`config.mk`:
```
export PLATFORM = sky130hd
export DESIGN_NAME = sdram_arbiter
export DESIGN_NICKNAME = d
export VERILOG_FILES = /design/src/rtl/sdram_arbiter.sv
export SDC_FILE = /design/constraint.sdc
export NUM_CORES = 1
export LEC_CHECK = 0
export CAP_MARGIN = 20
export CORE_MARGIN = 2
export CORE_UTILIZATION = 44
export DETAILED_ROUTE_END_ITERATION = 12
export GPL_ROUTABILITY_DRIVEN = 0
export GPL_TIMING_DRIVEN = 1
export HOLD_SLACK_MARGIN = 0.05
export PLACE_DENSITY = 0.86
export SLEW_MARGIN = 20
export SYNTH_ARGS = -nofsm -noshare
export SYNTH_HDL_FRONTEND = slang
export SYNTH_SLANG_ARGS = --single-unit
```
`constraint.sdc`:
```
create_clock -name clk -period 5.39 [get_ports clk]
set_input_delay 0.539 -clock clk [delete_from_list [all_inputs] [get_ports clk]]
set_output_delay 0.539 -clock clk [all_outputs]
set_load 0.02 [all_outputs]
```
`src/rtl/sdram_arbiter.sv`:
```
// Two-master round-robin front end for the single-port SDRAM controller.
// Latches the winning request, strobes the controller once and returns the read word.
module sdram_arbiter #(
   parameter int TIMEOUT_CYCLES = 1024,
   parameter int ADDR_W         = 25
) (
   input  logic              clk,
   input  logic              reset,
   input  logic              m0_valid,
   input  logic [ADDR_W-1:0] m0_addr,
   input  logic [31:0]       m0_wdata,
   input  logic [3:0]        m0_wstrb,
   output logic              m0_ready,
   output logic [31:0]       m0_rdata,
   input  logic              m1_valid,
   input  logic [ADDR_W-1:0] m1_addr,
   input  logic [31:0]       m1_wdata,
   input  logic [3:0]        m1_wstrb,
   output logic              m1_ready,
   output logic [31:0]       m1_rdata,
   output logic              mem_valid,
   output logic [ADDR_W-1:0] mem_addr,
   output logic [31:0]       mem_wdata,
   output logic [3:0]        mem_wmask,
   input  logic [31:0]       mem_rdata,
   input  logic              mem_done,
   input  logic              mem_init,
   input  logic              mem_busy,
   output logic              timeout_err
);

   typedef enum logic [1:0] {IDLE, ISSUE, WAIT, RESP} state_t;

   typedef struct packed {
      logic [ADDR_W-1:0] addr;
      logic [31:0]       wdata;
      logic [3:0]        wstrb;
   } req_t;

   localparam int             CNT_W   = $clog2(TIMEOUT_CYCLES + 1);
   localparam logic [CNT_W:0] TMO_LIM = (CNT_W+1)'(TIMEOUT_CYCLES - 1);

   state_t           state, state_nxt;
   req_t             lat, req_sel;
   logic             gnt, gnt_sel, rr_last;
   logic             grant_en, finish, tmo;
   logic [CNT_W-1:0] cnt;
   logic [CNT_W:0]   cnt_inc;
   logic [31:0]      rd_cap;

   assign cnt_inc = {1'b0, cnt} + (CNT_W+1)'(1);
   assign req_sel = gnt_sel ? {m1_addr, m1_wdata, m1_wstrb} : {m0_addr, m0_wdata, m0_wstrb};
   // Writes and forced completions return zero to the master.
   assign rd_cap  = (mem_done && lat.wstrb == 4'h0) ? mem_rdata : 32'h0;

   assign mem_valid = (state == ISSUE);
   assign mem_addr  = lat.addr;
   assign mem_wdata = lat.wdata;
   assign mem_wmask = lat.wstrb;
   assign m0_ready  = (state == RESP) && !gnt;
   assign m1_ready  = (state == RESP) &&  gnt;

   always_ff @(posedge clk) begin
      if (reset) state <= IDLE;
      else       state <= state_nxt;
   end

   always_comb begin
      state_nxt = state;
      grant_en  = 1'b0;
      gnt_sel   = 1'b0;
      finish    = 1'b0;
      tmo       = 1'b0;
      case (state)
         IDLE: begin
            if (mem_init && !mem_busy && (m0_valid || m1_valid)) begin
               grant_en  = 1'b1;
               gnt_sel   = (m0_valid && m1_valid) ? !rr_last : m1_valid;
               state_nxt = ISSUE;
            end
         end
         ISSUE: state_nxt = WAIT;
         WAIT: begin
            if (mem_done) begin
               finish    = 1'b1;
               state_nxt = RESP;
            end else if (cnt_inc >= TMO_LIM) begin
               finish    = 1'b1;
               tmo       = 1'b1;
               state_nxt = RESP;
            end
         end
         RESP:    state_nxt = IDLE;
         default: state_nxt = IDLE;
      endcase
   end

   always_ff @(posedge clk) begin
      if (reset) begin
         gnt         <= 1'b0;
         rr_last     <= 1'b1;
         lat         <= '0;
         cnt         <= '0;
         timeout_err <= 1'b0;
         m0_rdata    <= 32'h0;
         m1_rdata    <= 32'h0;
      end else begin
         if (grant_en) begin
            gnt     <= gnt_sel;
            rr_last <= gnt_sel;
            lat     <= req_sel;
         end
         if (state == ISSUE)
            cnt <= '0;
         else if (state == WAIT && !finish)
            cnt <= cnt_inc[CNT_W-1:0];
         if (tmo)
            timeout_err <= 1'b1;
         if (finish) begin
            if (gnt) m1_rdata <= rd_cap;
            else     m0_rdata <= rd_cap;
         end
      end
   end

endmodule
```
==> run_summary.xml <==
<?xml version="1.0" encoding="UTF-8"?>
<metrics>
  <group name="logic_synthesis">
    <metric name="netlist_instances" unit="">676</metric>
    <metric name="fraction_of_the_mapped_netlist_area_in_compound_gates" unit="%">21.3</metric>
    <metric name="postSynthAreaPerCell" unit="sq um">8.75</metric>
    <metric name="synth-simple-area-share" unit="%">12.3</metric>
    <metric name="synthFlopType" unit="">dfxtp_1</metric>
    <metric name="netlist_area" unit="sq um">5910</metric>
    <metric name="yosys_warnings" unit="">0</metric>
    <metric name="synthDistinctLibCells" unit="">35</metric>
    <metric name="synth_seq_cells" unit="">141</metric>
    <metric name="sequential_element_share_of_the_synthesized_area" unit="%">47.7</metric>
    <metric name="postSynth.asyncResetShare" unit="%">0</metric>
    <metric name="largest_family_of_logic_cells_by_synthesized_area" unit="">compound AO/OA/AOI/OAI gates</metric>
    <metric name="synth_top_cell_area_share" unit="%">47.7</metric>
    <metric name="post-synth-top-count-cell" unit="">dfxtp_1</metric>
    <metric name="synth_top_area_cell" unit="">dfxtp_1</metric>
    <metric name="syn_nets" unit="">843</metric>
    <metric name="synth_area_leaders" unit="">dfxtp_1 48%, mux2i_1 11%, a211oi_1 7.7%, a21oi_1 6.3%, o21ai_1 5.2%</metric>
    <metric name="synth.area.mux_share" unit="%">11.0</metric>
    <metric name="synth_common_cells" unit="">141 x dfxtp_1, 75 x a21oi_1, 74 x nand2_1</metric>
    <metric name="yosys.area_share.xor_xnor" unit="%">0.593</metric>
    <metric name="synth_edf_count" unit="">0</metric>
    <metric name="synth_adder_area_share" unit="%">1.27</metric>
  </group>
  <group name="power">
    <metric name="total_power" unit="mW">3.00</metric>
    <metric name="power.density_cell_area" unit="nW/um^2">320</metric>
    <metric name="worst_ir_drop_vdd" unit="uV">192</metric>
    <metric name="leakage" unit="nW">3.21</metric>
  </group>
  <group name="worst_setup_path">
    <metric name="timing.critical_path.slowest_stage_cell" unit="">o211a_2</metric>
    <metric name="end_kind" unit="">flip-flop</metric>
    <metric name="crit_path_max_fanout" unit="">35</metric>
    <metric name="reg2reg_from" unit="">cnt[1]</metric>
    <metric name="crit_path_max_incr_delay" unit="ns">0.70</metric>
    <metric name="classification_of_the_worst_setup_path" unit="">reg2reg</metric>
    <metric name="cp.arrival" unit="ns">3.33</metric>
    <metric name="critical_path.cell_chain" unit="">ha_1, nand4_1, nor3_1, mux2i_1, o211a_2, buf_4, o21ai_1, a21oi_1</metric>
    <metric name="critPathLaunchType" unit="">flip-flop</metric>
    <metric name="worst-endpoint-required" unit="ns">5.71</metric>
    <metric name="worstSetupStartpoint" unit="">cnt[1]</metric>
  </group>
  <group name="die">
    <metric name="ios" unit="">290</metric>
    <metric name="die_x" unit="microns">120</metric>
    <metric name="initial_utilization" unit="%">44.8</metric>
    <metric name="design.die.area" unit="sq um">14400</metric>
    <metric name="core.rowCount" unit="">42</metric>
    <metric name="placeableCoreArea" unit="sq um">13200</metric>
    <metric name="die_y" unit="microns">120</metric>
  </group>
  <group name="final_layout">
    <metric name="layout-drive-gt1-share" unit="%">5.18</metric>
    <metric name="finish.utilization" unit="%">71.0</metric>
    <metric name="areaGrowthSynthToFinish" unit="%">58.3</metric>
    <metric name="seqCellArea" unit="sq um">2820</metric>
    <metric name="antennaDiodeCount" unit="">0</metric>
    <metric name="fillCellCount" unit="">1020</metric>
    <metric name="multiInputGateArea" unit="sq um">2770</metric>
    <metric name="layout.cell_area.non_filler" unit="sq um">9360</metric>
    <metric name="final_cells" unit="">1122</metric>
    <metric name="final_nets" unit="">1101</metric>
  </group>
  <group name="detailed_routing">
    <metric name="route.detailed.drc" unit="">0</metric>
    <metric name="total_wirelength" unit="mm">17.6</metric>
    <metric name="routed_via_density" unit="">5.09</metric>
    <metric name="postRouteAntennaNets" unit="">0</metric>
    <metric name="number_of_search_and_repair_iterations_in_the_first_detailed_routing_pass" unit="">4</metric>
    <metric name="detail_route.iter0.violations" unit="">363</metric>
    <metric name="vias" unit="">5716</metric>
    <metric name="detail_route.wl_per_cell" unit="microns">15.7</metric>
  </group>
  <group name="placed_design">
    <metric name="detailedPlacementHpwl" unit="mm">12.9</metric>
    <metric name="cell_count_post_placement" unit="">1091</metric>
    <metric name="preCtsSetupSlack" unit="ns">2.40</metric>
    <metric name="placement_stage_cell_area" unit="sq um">8810</metric>
    <metric name="buffer_ports.inserted" unit="">289</metric>
  </group>
  <group name="cts">
    <metric name="numCtsBuffers" unit="">17</metric>
    <metric name="clock_tree_from_tritoncts" unit="">done</metric>
    <metric name="cts_root_buffer" unit="">clkbuf_16</metric>
    <metric name="cts_max_path_bufs" unit="">2</metric>
    <metric name="worst_path_clk_slew" unit="ns">0.06</metric>
    <metric name="worstSkewPairLatency" unit="ns">0.41</metric>
    <metric name="cts.sinks" unit="">141</metric>
    <metric name="cts-htree-levels" unit="">4</metric>
    <metric name="cts_hold_buffers" unit="">0</metric>
    <metric name="cts.repair_timing.setup_buffer_count" unit="">0</metric>
    <metric name="ctsResizeCount" unit="">0</metric>
  </group>
  <group name="hold_path">
    <metric name="holdCritStartpoint" unit="">m1_rdata[8]</metric>
    <metric name="hold_path_class" unit="">reg2reg</metric>
  </group>
  <group name="global_routing">
    <metric name="grt_use_total" unit="%">24.3</metric>
    <metric name="grt_antenna_before_repair" unit="">0</metric>
    <metric name="grt_start_max_net_pins" unit="">91</metric>
    <metric name="first_global_vias" unit="">5409</metric>
    <metric name="grt_first_pass_wirelength" unit="mm">27.4</metric>
    <metric name="grt-ovfl-total" unit="">0</metric>
  </group>
  <group name="timing">
    <metric name="clock_skew" unit="ns">0.0113</metric>
    <metric name="fmax" unit="MHz">333</metric>
    <metric name="setup_ws" unit="ns">2.39</metric>
    <metric name="fin_tns_setup" unit="ns">0</metric>
    <metric name="fin_hold_ws" unit="ns">0.475</metric>
    <metric name="layout_min_cycle_time" unit="ns">3.00</metric>
    <metric name="setup_viol_count_final" unit="">0</metric>
    <metric name="slew_violations" unit="">0</metric>
    <metric name="final_min_period_over_clock_period" unit="%">55.7</metric>
    <metric name="rsz0062_at_grt" unit="">no</metric>
    <metric name="timing.final.hold_violations" unit="">0</metric>
    <metric name="timing_worst_slew_pin_value" unit="ns">1.01</metric>
    <metric name="slew_headroom" unit="%">32.7</metric>
  </group>
  <group name="job">
    <metric name="cap_viol_max_count" unit="">0</metric>
  </group>
  <group name="status">
    <metric name="status" unit="">completed</metric>
  </group>
</metrics>
-- layer usage --
metal	track usage, %	part of all wire [%]
met1	28.9	41
met2	41.7	50
met3	5.51	5.9
met4	10.8	3.4
met5	0	0
-- report_power, final --
| group | switching [mW] | internal (mW) |
|---|---|---|
| registers | 0.0504 | 1.13 |
| logic | 0.386 | 0.350 |
| clock network | 0.449 | 0.634 |
| total | 0.886 | 2.11 |
-- cell families after synthesis --
| kind of cell | count (synthesis) |
|---|---|
| buffers and inverters | 70 |
| AO/OA/AOI/OAI | 215 |
| flip-flops | 141 |
| AND/OR/NAND/NOR | 175 |
| XOR/XNOR | 4 |
| multiplexers | 65 |
| adder cells (fa/ha/maj) | 6 |
-- final timing paths --
path,end,cells after the start,slack [ns]
worst min-delay path,m1_rdata[8],2,0.47
worst max register to register,m1_rdata[13],8,2.39
worst min register to register,m1_rdata[8],2,0.47
worst max-delay path,m1_rdata[13],8,2.39
-- area by class of cell --
cell class	instances	area share, %
multi-input cells	465	29.6
repair buffers	297	31.5
inverters	12	0.481
clock inverters	13	1.28
well taps	176	2.35
clock buffers	18	4.58
flip-flops and latches	141	30.2
-- critical path, delay by kind of cell, from the launching register on --
family                   cells  cell delay (ns)
flip-flops                   1             0.41
adder cells (fa/ha/maj)      1             0.26
AND/OR/NAND/NOR              2             0.44
AO/OA/AOI/OAI                3             1.04
buffers and inverters        1             0.42
multiplexers                 1             0.34
-- flip-flops by register name, summed over array words and instances (netlist names) --
register     cells
m0_rdata        32
m1_rdata        32
mem_wdata       32
mem_addr        25
cnt             11
mem_wmask        4
state            2
gnt              1
rr_last          1
timeout_err      1
-- cell usage in the layout (no fill, tap or decap), types with 3 or more instances in the layout --
cell type        synthesis  routed
o21ai_0                  9       9
clkbuf_16                0      17
nand3_1                  5       5
nand2_1                 74      73
a211oi_1                61      61
nor2_1                  71      68
dfxtp_1                141     141
nor3_1                   5       5
ha_1                     6       6
clkinvlp_4               0       3
mux2i_1                 65      65
buf_4                    0       9
clkdlybuf4s50_1          0     288
xnor2_1                  3       3
clkinv_2                 0       3
clkinv_4                 0       4
inv_1                   12      12
o21ai_1                 62      62
a21oi_1                 75      75
or3_1                    6       6
nand4_1                  3       3
No activity file was read; power rests on OpenSTA's default activity.
